[src/rtl/ddr_burst_sequencer.sv]
// Turns accepted RD/RDA/WR/WRA commands into CL/CWL-delayed data-bus bursts with wrapped columns.
// Optional burst chop (bc_n input, 4-beat bursts) is enabled by defining BURST_CHOP_EN.
module ddr_burst_sequencer #(
  parameter int BGWIDTH  = 2,
  parameter int BAWIDTH  = 2,
  parameter int COLWIDTH = 10,
  parameter int BL       = 8,
  parameter int CL       = 17,
  parameter int CWL      = 12
) (
  input  logic                                   clk,
  input  logic                                   reset,
  input  logic [((BGWIDTH > 0) ? BGWIDTH : 1)-1:0] bg,
  input  logic [BAWIDTH-1:0]                     ba,
  input  logic [COLWIDTH-1:0]                    col,
`ifdef BURST_CHOP_EN
  input  logic                                   bc_n,
`endif
  input  logic                                   RD,
  input  logic                                   RDA,
  input  logic                                   WR,
  input  logic                                   WRA,
  output logic                                   rd_en,
  output logic                                   wr_en,
  output logic [((BGWIDTH > 0) ? BGWIDTH : 1)-1:0] burst_bg,
  output logic [BAWIDTH-1:0]                     burst_ba,
  output logic [COLWIDTH-1:0]                    burst_col,
  output logic                                   last_beat,
  output logic                                   ap_done,
  output logic                                   cmd_err,
  output logic                                   bus_err
);
  localparam int BGW   = (BGWIDTH > 0) ? BGWIDTH : 1;
  localparam int LOGBL = $clog2(BL);

  typedef struct packed {
    logic [BGW-1:0]      bg;
    logic [BAWIDTH-1:0]  ba;
    logic [COLWIDTH-1:0] col;
    logic                ap;
    logic                chop;
  } cmd_t;

  typedef enum logic [1:0] {IDLE, READ, WRITE} state_t;

  // Stage p0: command decode
  logic [2:0] n_cmd;
  logic       cmd_multi, rd_acc, wr_acc, chop_in;
  cmd_t       cmd_p0;

  always_comb begin
    n_cmd     = 3'(RD) + 3'(RDA) + 3'(WR) + 3'(WRA);
    cmd_multi = n_cmd > 3'd1;
    rd_acc    = (RD | RDA) & ~cmd_multi;
    wr_acc    = (WR | WRA) & ~cmd_multi;
`ifdef BURST_CHOP_EN
    chop_in   = ~bc_n && (BL == 8);
`else
    chop_in   = 1'b0;
`endif
    cmd_p0.bg   = (BGWIDTH > 0) ? bg : '0;
    cmd_p0.ba   = ba;
    cmd_p0.col  = col;
    cmd_p0.ap   = RDA | WRA;
    cmd_p0.chop = chop_in;
  end

  // Stage p1: latency delay lines (valid bits reset, payload free-running)
  logic [CL-2:0]  rd_vld_p1;
  logic [CWL-2:0] wr_vld_p1;
  cmd_t           rd_line_p1 [CL-1];
  cmd_t           wr_line_p1 [CWL-1];
  logic           cmd_err_p1;

  always_ff @(posedge clk or posedge reset) begin
    if (reset) begin
      rd_vld_p1  <= '0;
      wr_vld_p1  <= '0;
      cmd_err_p1 <= 1'b0;
    end else begin
      rd_vld_p1[0] <= rd_acc;
      for (int i = 1; i < CL - 1; i++) rd_vld_p1[i] <= rd_vld_p1[i-1];
      wr_vld_p1[0] <= wr_acc;
      for (int i = 1; i < CWL - 1; i++) wr_vld_p1[i] <= wr_vld_p1[i-1];
      cmd_err_p1 <= cmd_multi;
    end
  end

  always_ff @(posedge clk) begin
    rd_line_p1[0] <= cmd_p0;
    for (int i = 1; i < CL - 1; i++) rd_line_p1[i] <= rd_line_p1[i-1];
    wr_line_p1[0] <= cmd_p0;
    for (int i = 1; i < CWL - 1; i++) wr_line_p1[i] <= wr_line_p1[i-1];
  end

  // Stage p2: burst engine
  logic             start_rd, start_wr, busy, at_last, take, bus_err_nx, bus_err_p2;
  logic [LOGBL-1:0] cnt_p2, cnt_nx, last_idx;
  state_t           state_p2, state_nx;
  cmd_t             cur_p2, cur_nx;

  always_comb begin
    start_rd   = rd_vld_p1[CL-2];
    start_wr   = wr_vld_p1[CWL-2];
    busy       = state_p2 != IDLE;
    last_idx   = cur_p2.chop ? LOGBL'(3) : LOGBL'(BL - 1);
    at_last    = busy && (cnt_p2 == last_idx);
    take       = (start_rd | start_wr) && (!busy || at_last);
    // Read wins a same-edge tie; any start landing mid-burst is lost
    bus_err_nx = (start_rd & start_wr) | ((start_rd | start_wr) & busy & ~at_last);
    state_nx   = state_p2;
    cnt_nx     = cnt_p2 + 1'b1;
    cur_nx     = cur_p2;
    if (take) begin
      state_nx = start_rd ? READ : WRITE;
      cnt_nx   = '0;
      cur_nx   = start_rd ? rd_line_p1[CL-2] : wr_line_p1[CWL-2];
    end else if (at_last || !busy) begin
      state_nx = IDLE;
      cnt_nx   = '0;
    end
  end

  always_ff @(posedge clk or posedge reset) begin
    if (reset) begin
      state_p2   <= IDLE;
      cnt_p2     <= '0;
      bus_err_p2 <= 1'b0;
    end else begin
      state_p2   <= state_nx;
      cnt_p2     <= cnt_nx;
      bus_err_p2 <= bus_err_nx;
    end
  end

  always_ff @(posedge clk) cur_p2 <= cur_nx;

  // Stage p3: registered outputs; column wraps inside the BL- (or 4-) aligned block
  logic [LOGBL-1:0]    wrap_mask, low_sum;
  logic [COLWIDTH-1:0] col_beat;

  always_comb begin
    wrap_mask = cur_p2.chop ? LOGBL'(3) : '1;
    low_sum   = cur_p2.col[LOGBL-1:0] + cnt_p2;
    col_beat  = {cur_p2.col[COLWIDTH-1:LOGBL],
                 (cur_p2.col[LOGBL-1:0] & ~wrap_mask) | (low_sum & wrap_mask)};
  end

  always_ff @(posedge clk or posedge reset) begin
    if (reset) begin
      rd_en     <= 1'b0;
      wr_en     <= 1'b0;
      burst_bg  <= '0;
      burst_ba  <= '0;
      burst_col <= '0;
      last_beat <= 1'b0;
      ap_done   <= 1'b0;
      cmd_err   <= 1'b0;
      bus_err   <= 1'b0;
    end else begin
      rd_en     <= state_p2 == READ;
      wr_en     <= state_p2 == WRITE;
      last_beat <= at_last;
      ap_done   <= at_last & cur_p2.ap;
      cmd_err   <= cmd_err_p1;
      bus_err   <= bus_err_p2;
      if (busy) begin
        burst_bg  <= cur_p2.bg;
        burst_ba  <= cur_p2.ba;
        burst_col <= col_beat;
      end
    end
  end

endmodule

[config.mk]
export PLATFORM = sky130hd
export DESIGN_NAME = ddr_burst_sequencer
export DESIGN_NICKNAME = d
export VERILOG_FILES = /design/src/rtl/ddr_burst_sequencer.sv
export SDC_FILE = /design/constraint.sdc
export NUM_CORES = 1
export LEC_CHECK = 0
export BUFFER_PORTS_ARGS = -buffer_cell sky130_fd_sc_hd__buf_4
export CAP_MARGIN = 20
export CORE_AREA = 4 4 119 144
export CTS_CLUSTER_SIZE = 8
export DETAILED_ROUTE_END_ITERATION = 16
export DIE_AREA = 0 0 123 148
export SETUP_SLACK_MARGIN = 0.5
export SLEW_MARGIN = 20
export SYNTH_ARGS = -nofsm -noshare
export SYNTH_HDL_FRONTEND = slang
export SYNTH_SLANG_ARGS = --single-unit
[constraint.sdc]
create_clock -name clk -period 2.4 [get_ports clk]
set_clock_uncertainty 0.15 [all_clocks]
set_input_delay 0.24 -clock clk [delete_from_list [all_inputs] [get_ports clk]]
set_output_delay 0.24 -clock clk [all_outputs]
set_load 0.01 [all_outputs]
After elaboration in Yosys (flattened, before gate mapping)
Memories as Yosys holds them, arrays and structs flattened.
Index checks and enable logic that the tools add are counted.
{ "classes": {"add_sub_neg": 5, "n_mul": 0, "div_mod_pow": 0, "order_cmp": 1, "eq_ne": 3, "n_shift": 0, "n_mux": 7, "n_bitwise": 17, "n_reduce_logical": 6} }
{ "ops": {"columns": ["operator", "n"], "rows": [
  ["$mux W16", 1],
  ["$mux W3", 3],
  ["$and A1 B1 Y1", 6],
  ["$and A3 B3 Y3", 2],
  ["$mux W2", 3],
  ["$or A1 B1 Y1", 5],
  ["$reduce_bool A2 Y1", 2],
  ["$add A2 B1 Y3", 1],
  ["$add A3 B1 Y3", 1],
  ["$add A3 B1 Y3 const B", 1],
  ["$add A3 B3 Y3", 1],
  ["$eq A3 B3 Y1", 1],
  ["$gt A3 B1 Y1 const B", 1],
  ["$not A3 Y3", 1],
  ["$or A3 B3 Y3", 1],
  ["$add A1 B1 Y2", 1],
  ["$eq A2 B1 Y1 const B", 1],
  ["$eq A2 B2 Y1 const B", 1],
  ["$logic_and A1 B1 Y1", 2],
  ["$not A1 Y1", 2],
  ["$logic_not A1 Y1", 1],
  ["$logic_or A1 B1 Y1", 1]
]} }
{ "totals": {"register_bits": 70, "latch_bits": 0, "ram_bits": 432, "rom_bits": 0, "out_inout_bits": 20, "n_memories": 2} }
{ "mem_list": {"columns": ["memory", "depth", "word_bits", "read_ports", "rd_clocked_by_memory_dff", "write_ports", "line_no", "rtl"], "rows": [
  ["rd_line_p1", 16, 16, 16, 0, 16, "71", "cmd_t rd_line_p1 [CL-1];"],
  ["wr_line_p1", 11, 16, 11, 0, 11, "72", "cmd_t wr_line_p1 [CWL-1];"]
]} }

Longest topological paths before layout
Gate-level depths: netlist of the first run.
{ "logic_depth": {"word_depth": 6, "ltp_mapped": 5, "depth_no_buf": 5} }

Least setup slack after synthesis of the first run
No wires, ideal clock.
{ "synth_path": {"kind": "register to register", "from": "register cnt_p2[0]", "to": "register cur_p2, in the netlist col_beat[3] (enable)", "setup_ns": 0.388, "t_arrival_ns": 1.627, "t_required_ns": 1.862, "path_slack_ns": 0.235, "stages_incl_launch_ff": 5, "path_cell_list": "dfrtp_1 ha_1 ha_1 o21bai_1 nor2b_1"} }
{ "synth_between": {"elab_chain_cells": 4} }
{ "synth_lines": {"columns": ["item", "line_no", "rtl"], "rows": [
  ["start: declaration", "98", "logic [LOGBL-1:0] cnt_p2, cnt_nx, last_idx;"],
  ["start signal: assignment", "131", "cnt_p2 <= cnt_nx;"],
  ["$eq A3 B3 Y1", "107", "at_last = busy && (cnt_p2 == last_idx);"],
  ["$logic_and A1 B1 Y1", "107", null],
  ["$logic_or A1 B1 Y1", "108", "take = (start_rd | start_wr) && (!busy || at_last);"],
  ["$logic_and A1 B1 Y1", "108", null],
  ["named net take", "97", "logic start_rd, start_wr, busy, at_last, take, bus_err_nx, bus_err_p2;"],
  ["end signal: assignment", "136", "always_ff @(posedge clk) cur_p2 <= cur_nx;"],
  ["end: declaration", "100", "cmd_t cur_p2, cur_nx;"]
]} }
The timed path passes the listed nets, and every way through them passes these cells.
A chain may end at the register's enable or synchronous reset.

Worst setup path in the final report of the first run
{ "layout_path": {"from": "register cnt_p2[0]", "to": "register cur_p2[14] (netlist name) (enable)"} }
Same word-level chain as after synthesis.

==> out/qor.txt, run 1 <==
Clock Latency Late Sink: 0.50 ns
hold path cells: 4
Worst VDD drop: 657 uV
Mapped Area: 0.00728 mm^2
worst r2r path cells: 5
Lkg Pwr: 4.01 nW
final net count: 513
Warnings, synthesis: 0
final setup vio count: 0
DRC Markers: 0
register area share after synthesis: 90.7%
DRT Pass-1 Iters: 4
unique cell type count in the Yosys netlist: 27
area of the multi-input gates: 606 um^2
max cap viols: 0
CP Capture Type: flop
Critical-path top delay cell: dfrtp_1
All-Layer GR Usage: 9.38%
vias per cell: 4.05
Top cell by count, worst path: ha_1
Routed WL per cell: 10.8 um
Layout area overhead: 26.5%
Final Util: 59.1%
largest net degree at the start of global routing: 33
dpl hpwl: 4.20 mm
final wirelength: 7.67 mm
worst-margin pin slew: 0.691 ns
initial antenna violation count: 0
1st-iter DRT viols: 80
FILL cells: 1,192
asr flop ratio synth: 17.5%
Slew HR: 53.9%
syn_area_per_cell: 18.9 um^2
Hold Path Class: input port to flop
CTS tree: built
commonest cells in the netlist: dfxtp_1, dfrtp_1, mux2_2
Clock Pin Slew Worst Setup and Hold Paths: 0.05 ns
Final Max Tran Viols: 0
Tmin final: 1.76 ns
Hold Fails Final Rpt: 0
kind of critical path: flop to flop
CTS buffer count: 44
H-tree depth: 2
main flop type after synthesis: dfxtp_1
DIE AREA: 0.0182 mm^2
first-pass GRT wire length: 13.9 mm
Max Buffers Root-to-Sink: 3
Yosys reg bits: 309
worst path arrival time: 1.86 ns
Power Density: 1280 mW/mm^2
syn nets: 411
number of diodes: 0
Setup TNS Final: 0 ns
critical path startpoint category: flop
Die Wd: 123 um
initial cell density of the core: 46.8%
RSZ-0062 raised after global routing: false
CTS root buf: clkbuf_16
Die H: 148 um
fin crit share: 73.2%
status: completed
vias in the first global route: 3,194
Critical Path, Cell by Cell: ha_1 -> ha_1 -> o21bai_2 -> nor2b_4 -> buf_12
Synth top area share: 66.0%
Slowest Stage Delay on Critical Path: 0.40 ns
most numerous cell in the Yosys netlist: dfxtp_1
Post-Synthesis Cells: 385
Crit Path Max Fanout: 15
vias post-DR: 2,887
ranking of synthesized cells by area: dfxtp_1, dfrtp_1, edfxtp_1, mux2_2, mux2_4
std cell rows: 50
RePlAce Congestion: 0.712
worst path required time: 2.50 ns
fmax: 569 MHz
leading area contributor after synthesis: dfxtp_1
I/O Pins: 40
Routed Antenna Nets: 0
Core Box Area: 0.0156 mm^2
grt ovf: 0
input/output buffers: 39
number of flops mapped to enable cells by yosys: 15
share of post-route cells with drive strength above 1: 23.6%
TritonCTS Sinks: 309
sequential cell area: 0.00661 mm^2
[worst max-delay path, delay by kind of cell, from the launching register on]
kind,cells,cell delay (ns)
buffers and inverters,1,0.15
AOI/OAI and AO/OA,1,0.23
adders and majority gates,2,0.43
and+or+nand+nor,1,0.15
DFF,1,0.40
[final timing paths]
kind / startpoint / to / slack (ns)
min in group asynchronous: reset / wr_vld_p1[7] / 0.18
worst max-delay path: cnt_p2[0] / cur_p2[14] / 0.64
worst min-delay path: RD / rd_vld_p1[0] / 0.04
worst min register to register: wr_line_p1[4][9] / wr_line_p1[5][9] / 0.16
max in group asynchronous: reset / burst_ba[0] / 1.18
worst max register to register: cnt_p2[0] / cur_p2[14] / 0.64
[routing by layer]
metal	wire length [um]	GRT usage (%)	vias up
met5	0	0	-
met3	528	3.60	20
met2	3740	14.9	76
met4	200	5.60	0
li1	-	-	1430
met1	3200	10.6	1361
[layout by cell type (no fill, tap or decap)]
cell type / synthesis / layout
o21ai_0: 1 / 1
and3_1: 1 / 1
edfxtp_1: 15 / 15
ha_1: 4 / 4
mux2_4: 6 / 6
o21bai_2: 0 / 1
mux2_2: 21 / 21
a21o_1: 2 / 2
inv_2: 0 / 1
nor2b_1: 3 / 2
buf_4: 0 / 41
and2b_1: 1 / 1
clkbuf_1: 0 / 16
a21oi_1: 3 / 3
clkinv_8: 0 / 1
and2_1: 1 / 1
nor2_1: 5 / 5
clkbuf_16: 0 / 44
fa_1: 2 / 2
nor2b_4: 0 / 1
nand2_1: 2 / 2
dlygate4sd3_1: 0 / 18
nand2b_1: 2 / 2
a211oi_1: 1 / 1
mux2i_1: 1 / 1
dfrtp_1: 54 / 54
or2_1: 1 / 1
dfxtp_1: 240 / 240
clkinv_2: 0 / 1
xor3_1: 1 / 1
buf_12: 1 / 1
inv_1: 11 / 10
inv_6: 0 / 1
nor3_1: 2 / 2
[metrics by stage]
stage          hold slack (ns)  setup WS [ns]  std cells  total power, mW  instance area [um^2]
2_1_floorplan            0.118          0.669        385             6.40                  7290
3_3_place_gp             0.111          0.557        630             6.64                  7820
3_5_place_dp             0.133          0.465        630             6.70                  7820
4_1_cts                 0.0205          0.619        712             12.0                  9210
5_1_grt                 0.0636          0.568        712             12.4                  9210
6_report                0.0408          0.642        712             11.8                  9210
[logic make-up after synthesis]
group                      count (synthesis)  synth area share (%)
AOI/OAI and AO/OA                          8                 0.687
xor gates and xnor gates                   1                 0.326
adders and majority gates                  6                  1.24
buffers and inverters                     15                  1.13
DFF                                      309                  90.7
muxes                                     28                  4.62
and+or+nand+nor                           18                  1.29
[state kept, by name, indices dropped and copies added, names as in the netlist, 2 cells and up]
register    cells
burst_ba        2
burst_col      10
wr_line_p1    154
state_p2        2
cur_p2          8
rd_vld_p1      16
cnt_p2          3
wr_vld_p1      11
rd_line_p1     86
burst_bg        2
col_beat        7
[cell type report]
type,instances,share of cell area [%]
clock buffers,60,12.6
well taps,208,2.82
inverters,11,0.448
multi-input cells,61,6.57
flip-flops and latches,309,71.7
repair buffers,60,5.51
clock inverters,3,0.326
[timing repair]
action / 4_1_cts / 5_1_grt
endpoints found under the hold margin: 40 / 0
hold buffers: 18 / 0
buffers inserted: 1 / 0
setup endpoints to repair: 15 / 6
resized for setup: 0 / 1
[power breakdown]
| group | internal, mW | switching, mW |
|---|---|---|
| sequential | 5.68 | 0.170 |
| combinational | 0.451 | 0.334 |
| clock | 3.30 | 1.87 |
| total | 9.44 | 2.38 |
(Power assumes the default switching activity.)
==> run 2, diff against run 1 <==
Settings changed: ABC_AREA set to 1.
Clock period 2.4 ns to 1.8 ns, I/O delays scaled along.
==> run 2 against run 1 <==
Against the previous run: first-iteration DRC count increased by 20%; die area is the same; combinational power grew 110%; register-to-register slack lost 0.40 ns; sequential cell count did not move; sequential power grew 34%; design area increased by 3.6%; count of clock-buffer cells in the layout stayed put; critical endpoint is now cur_p2[15]; highest routed layer unchanged.
==> out/qor.txt, run 2 <==
status: completed
sequential cell area: 0.00661 mm^2
syn nets: 476
r2r startpoint: cnt_p2[0]
Setup TNS Final: 0 ns
std cell rows: 50
total power: 16.4 mW
largest registers: wr_line_p1 (154), rd_line_p1 (86), rd_vld_p1 (16)
Hold Path Class: input port to flop
Layout area overhead: 31.4%
CTS tree: built
Die H: 148 um
I/O Pins: 40
DRT Pass-1 Iters: 4
Yosys reg bits: 309
ranking of synthesized cells by area: dfxtp_1, dfrtp_1, edfxtp_1, nand2_1, inv_1
vias post-DR: 3,305
Die Wd: 123 um
commonest non-fill, non-tap cell in the layout: dfxtp_1
Max Buffers Root-to-Sink: 3
number of diodes: 0
RePlAce Congestion: 0.798
commonest cells in the netlist: dfxtp_1, nand2_1, dfrtp_1
Slew HR: 64.0%
hold path startpoint: WRA
Hold WS: 0.0433 ns
Post-Synthesis Cells: 450
CTS root buf: clkbuf_16
Clock Latency Late Sink: 0.50 ns
worst path required time: 1.86 ns
asr flop ratio synth: 17.5%
critical path startpoint category: flop
Synth top area share: 66.1%
initial antenna violation count: 0
RSZ-0062 raised after global routing: true
initial cell density of the core: 46.6%
main flop type after synthesis: dfxtp_1
Core Box Area: 0.0156 mm^2
critical path startpoint: cnt_p2[0]
most frequent cells in the layout: dfxtp_1, nand2_1, dfrtp_1, clkbuf_16, buf_4
grt ovf: 0
CP Capture Type: flop
most numerous cell in the Yosys netlist: dfxtp_1
DRC Markers: 0
Routed WL per cell: 10.6 um
Routed Antenna Nets: 0
CP delay by family, top: flip-flops
max FFs per register: 154
vias in the first global route: 3,577
syn_area_per_cell: 16.1 um^2
register area share after synthesis: 90.9%
vias per cell: 4.16
final setup vio count: 0
fmax: 641 MHz
CTS buffer count: 44
worst path arrival time: 1.62 ns
hold path cells: 4
Warnings, synthesis: 0
Hold Path Sink: wr_vld_p1[0]
DIE AREA: 0.0182 mm^2
input/output buffers: 39
share of post-route cells with drive strength above 1: 21.8%
Slowest Stage Delay on Critical Path: 0.39 ns
Power Density: 1720 mW/mm^2
largest net degree at the start of global routing: 31
unique cell type count in the Yosys netlist: 22
number of flops mapped to enable cells by yosys: 15
area of the multi-input gates: 636 um^2
Lkg Pwr: 4.26 nW
Crit Path Max Fanout: 15
Hold Fails Final Rpt: 0
Critical-path top delay cell: dfrtp_1
dpl cell area: 0.00783 mm^2
WP depth: 5
Mapped Area: 0.00726 mm^2
Critical Path, Cell by Cell: ha_2 -> ha_4 -> inv_6 -> a21oi_4 -> buf_12
kind of critical path: flop to flop
final net count: 596
TritonCTS Sinks: 309
fin crit share: 86.6%
Worst VDD drop: 935 uV
leading area contributor after synthesis: dfxtp_1
Tmin final: 1.56 ns
worst r2r path cells: 5
most flop-heavy register: wr_line_p1
H-tree depth: 2
All-Layer GR Usage: 10.3%
R2R Setup Slk: 0.24 ns
Final Max Tran Viols: 0
final wirelength: 8.45 mm
1st-iter DRT viols: 96
worst-margin pin slew: 0.538 ns
Clock Pin Slew Worst Setup and Hold Paths: 0.05 ns
CP bufs+invs: 2
max cap viols: 0
dpl hpwl: 4.58 mm
FILL cells: 1,156
first-pass GRT wire length: 15.3 mm
post-route cell area: 0.00955 mm^2
reg2reg end: cur_p2[15]
## run 2: cell types whose count changed after synthesis, sizes merged, moves of 3 or more
cell,delta
mux2,-27
nor2,+3
nand2,+90
inv,+7
nor2b,-3
nand3,+4
## run 2: what timing repair did
item | CTS | global route
pin swaps | 1 | 0
hold buffers | 20 | 0
hold endpoints to repair | 72 | 0
setup endpoints to repair | 53 | 61
resized for setup | 29 | 12
buffers inserted | 13 | 5
## run 2: power by group
part / switching, mW / internal, mW / total, mW
Clock: 2.48 / 4.48 / 6.96
Combinational: 0.790 / 0.853 / 1.64
Sequential: 0.247 / 7.59 / 7.83
## run 2: kinds of logic (layout without fill, tap and decap cells)
| family | after synthesis | count (layout) | share of synthesized area (%) |
|---|---|---|---|
| DFF | 309 | 309 | 90.9 |
| and+or+nand+nor | 105 | 105 | 5.70 |
| buffers and inverters | 23 | 160 | 1.60 |
| AOI/OAI and AO/OA | 7 | 7 | 0.517 |
| adders and majority gates | 6 | 6 | 1.24 |
## run 2: metal layers
layer  routed length [um]  global-route usage, %  share of wire, %
met1                 3290                   11.3                39
met2                 4360                   17.3                52
met3                  539                   3.44               6.4
met4                  263                   6.04               3.1
met5                    0                      0                 0
## run 2: area by class of cell
type / instances / area share, %
Clock buffer: 60 / 12.4
Inverter: 18 / 0.878
Multi-Input combinational cell: 118 / 6.66
Sequential cell: 309 / 69.2
Timing Repair Buffer: 79 / 7.93
Tap cell: 208 / 2.73
Clock inverter: 3 / 0.236
## run 2: how the worst max path moves through the flow
stage	to	slack, ns
floorplan	col_beat[3]	0.26
global placement	col_beat[6]	0.18
detailed placement	cur_p2[15]	0.12
CTS	col_beat[7]	0.25
global route	cur_p2[3]	0.21
finish	cur_p2[15]	0.24
## run 2: worst register-to-register path, stage by stage (launching register included)
cell and delay [ns]:
dfrtp_1 0.39, ha_2 0.22, ha_4 0.16, inv_6 0.04, a21oi_4 0.15, buf_12 0.16
## run 2: stage by stage
step / utilization [%] / cells / worst slack, ns
floorplan: - / 450 / 0.260
global placement: 50.3 / 694 / 0.175
detailed placement: 50.3 / 694 / 0.119
CTS: 60.7 / 790 / 0.251
global route: 61.3 / 795 / 0.215
finish: 61.3 / 795 / 0.241
==> run 3, diff against run 2 <==
--- a/config.mk
+++ b/config.mk
@@ -14,2 +14,3 @@
 export DIE_AREA = 0 0 123 148
+export MAX_ROUTING_LAYER = met4
 export SETUP_SLACK_MARGIN = 0.5
--- a/constraint.sdc
+++ b/constraint.sdc
@@ -4,2 +4,2 @@
 set_output_delay 0.18 -clock clk [all_outputs]
-set_load 0.01 [all_outputs]
+set_load 0.1 [all_outputs]
==> run 3 against run 2 <==
Against the previous run: combinational power up 82%; global-route usage grew 0.44 points; largest cell class unchanged; count of clock-buffer cells in the layout stayed put; total power is 8.6% higher.
==> out/qor.txt, run 3 (synthesis gave the netlist of run 2 again) <==
number of diodes: 0
share of post-route cells with drive strength above 1: 21.3%
CTS buffer count: 44
largest registers: wr_line_p1 (154), rd_line_p1 (86), rd_vld_p1 (16)
critical path startpoint category: flop
fin crit share: 86.3%
most flop-heavy register: wr_line_p1
Combinational Power Share: 16.7%
max cap viols: 0
Die Wd: 123 um
TritonCTS Sinks: 309
R2R Setup Slk: 0.25 ns
post-route cell area: 0.00967 mm^2
NetSw: 4.68 mW
I/O Pins: 40
DRT Pass-1 Iters: 4
P_int: 13.2 mW
FILL cells: 1,124
r2r startpoint: cnt_p2[0]
final wirelength: 8.57 mm
Core Box Area: 0.0156 mm^2
1st-iter DRT viols: 94
Hold Path Class: input port to flop
Crit Path Max Fanout: 15
status: completed
Power Density: 1850 mW/mm^2
commonest non-fill, non-tap cell in the layout: dfxtp_1
most frequent cells in the layout: dfxtp_1, nand2_1, dfrtp_1, clkbuf_16, buf_4
H-tree depth: 2
Max Buffers Root-to-Sink: 3
Clock Pin Slew Worst Setup and Hold Paths: 0.05 ns
worst path arrival time: 1.61 ns
capture point of the worst path: cur_p2[15]
Non-Filler Instances: 791
final net count: 592
area of the multi-input gates: 636 um^2
Final Max Tran Viols: 0
clock share of power: 39.0%
register share of total power: 44.2%
vias in the first global route: 3,566
Die H: 148 um
Worst VDD drop: 936 uV
Layout area overhead: 33.1%
total power: 17.8 mW
first-pass GRT wire length: 15.4 mm
Lkg Pwr: 4.30 nW
largest net degree at the start of global routing: 31
input/output buffers: 39
std cell rows: 50
fmax: 644 MHz
Setup TNS Final: 0 ns
critical path startpoint: cnt_p2[0]
sequential cell area: 0.00661 mm^2
All-Layer GR Usage: 10.8%
initial antenna violation count: 0
CP Capture Type: flop
final setup vio count: 0
worst r2r path cells: 5
RSZ-0062 raised after global routing: true
worst-margin pin slew: 0.546 ns
dpl hpwl: 4.58 mm
hold path cells: 4
Switching Fraction: 26.2%
Routed Antenna Nets: 0
DIE AREA: 0.0182 mm^2
Tmin final: 1.55 ns
Slew HR: 63.5%
dpl cell area: 0.00783 mm^2
grt ovf: 0
CTS tree: built
RePlAce Congestion: 0.810
max FFs per register: 154
vias post-DR: 3,302
Routed WL per cell: 10.8 um
vias per cell: 4.17
Hold Fails Final Rpt: 0
post-placement cell count: 694
reg2reg end: cur_p2[15]
kind of critical path: flop to flop
CTS root buf: clkbuf_16
initial cell density of the core: 46.6%
worst path required time: 1.86 ns
DRC Markers: 0
Clock Latency Late Sink: 0.50 ns
run 3: cell types whose count changed in the layout (fill, tap and decap cells not counted):
cell	delta
buf_8	+5
buf_6	-20
buf_12	+15
buf_4	-4
run 3: worst min-delay path by stage:
stage          start                end
4_1_cts          WRA         cmd_err_p1
6_report         WRA       wr_vld_p1[0]
3_3_place_gp   reset            bus_err
5_1_grt          WRA       wr_vld_p1[0]
3_5_place_dp   reset         bus_err_p2
2_1_floorplan  bg[1]  rd_line_p1[0][15]
run 3: worst max-delay path, cell delays in order (launching register included):
cell and delay (ns):
dfrtp_1 0.39, ha_2 0.22, ha_4 0.16, inv_6 0.04, a21oi_4 0.15, buf_12 0.16
run 3: through the flow:
stage | utilization (%) | setup slack, ns | hold slack, ns
after CTS | 61.3 | 0.251 | 0.0573
after floorplan | - | 0.260 | 0.0577
after detailed placement | 50.3 | 0.119 | 0.107
after global placement | 50.3 | 0.175 | 0.0996
final | 62.1 | 0.246 | 0.0435
after global routing | 62.1 | 0.215 | 0.0348
run 3: metal layers:
layer	vias to the layer above	track usage [%]	wire, um	share of wire, %
met4	0	5.87	269	3.1
li1	1625	-	-	-
met5	-	-	0	0
met3	25	3.44	510	6.0
met1	1570	11.5	3330	39
met2	82	17.6	4460	52
run 3: final cells by class:
cell class	count	area share, %
inverter	18	0.867
timing repair buffer	75	9.07
clock inverter	3	0.233
multi-input combinational	118	6.57
clock buffer	60	12.2
sequential	309	68.3
tap	208	2.69
run 3: repair_timing:
action	in CTS	in global routing
endpoints found under the setup margin	53	61
hold buffers	20	0
buffers inserted	9	5
pin swaps	1	0
resized for setup	59	17
cloned	0	0
hold endpoints to repair	72	0
run 3: power groups by stage:
stage / logic [mW] / registers, mW / clock network [mW]
floorplan: 0.607 / 9.04 / 0
global placement: 2.15 / 7.89 / 0
detailed placement: 2.19 / 7.93 / 0
CTS: 2.77 / 7.88 / 7.19
global route: 3.15 / 7.95 / 7.55
finish: 2.99 / 7.89 / 6.96
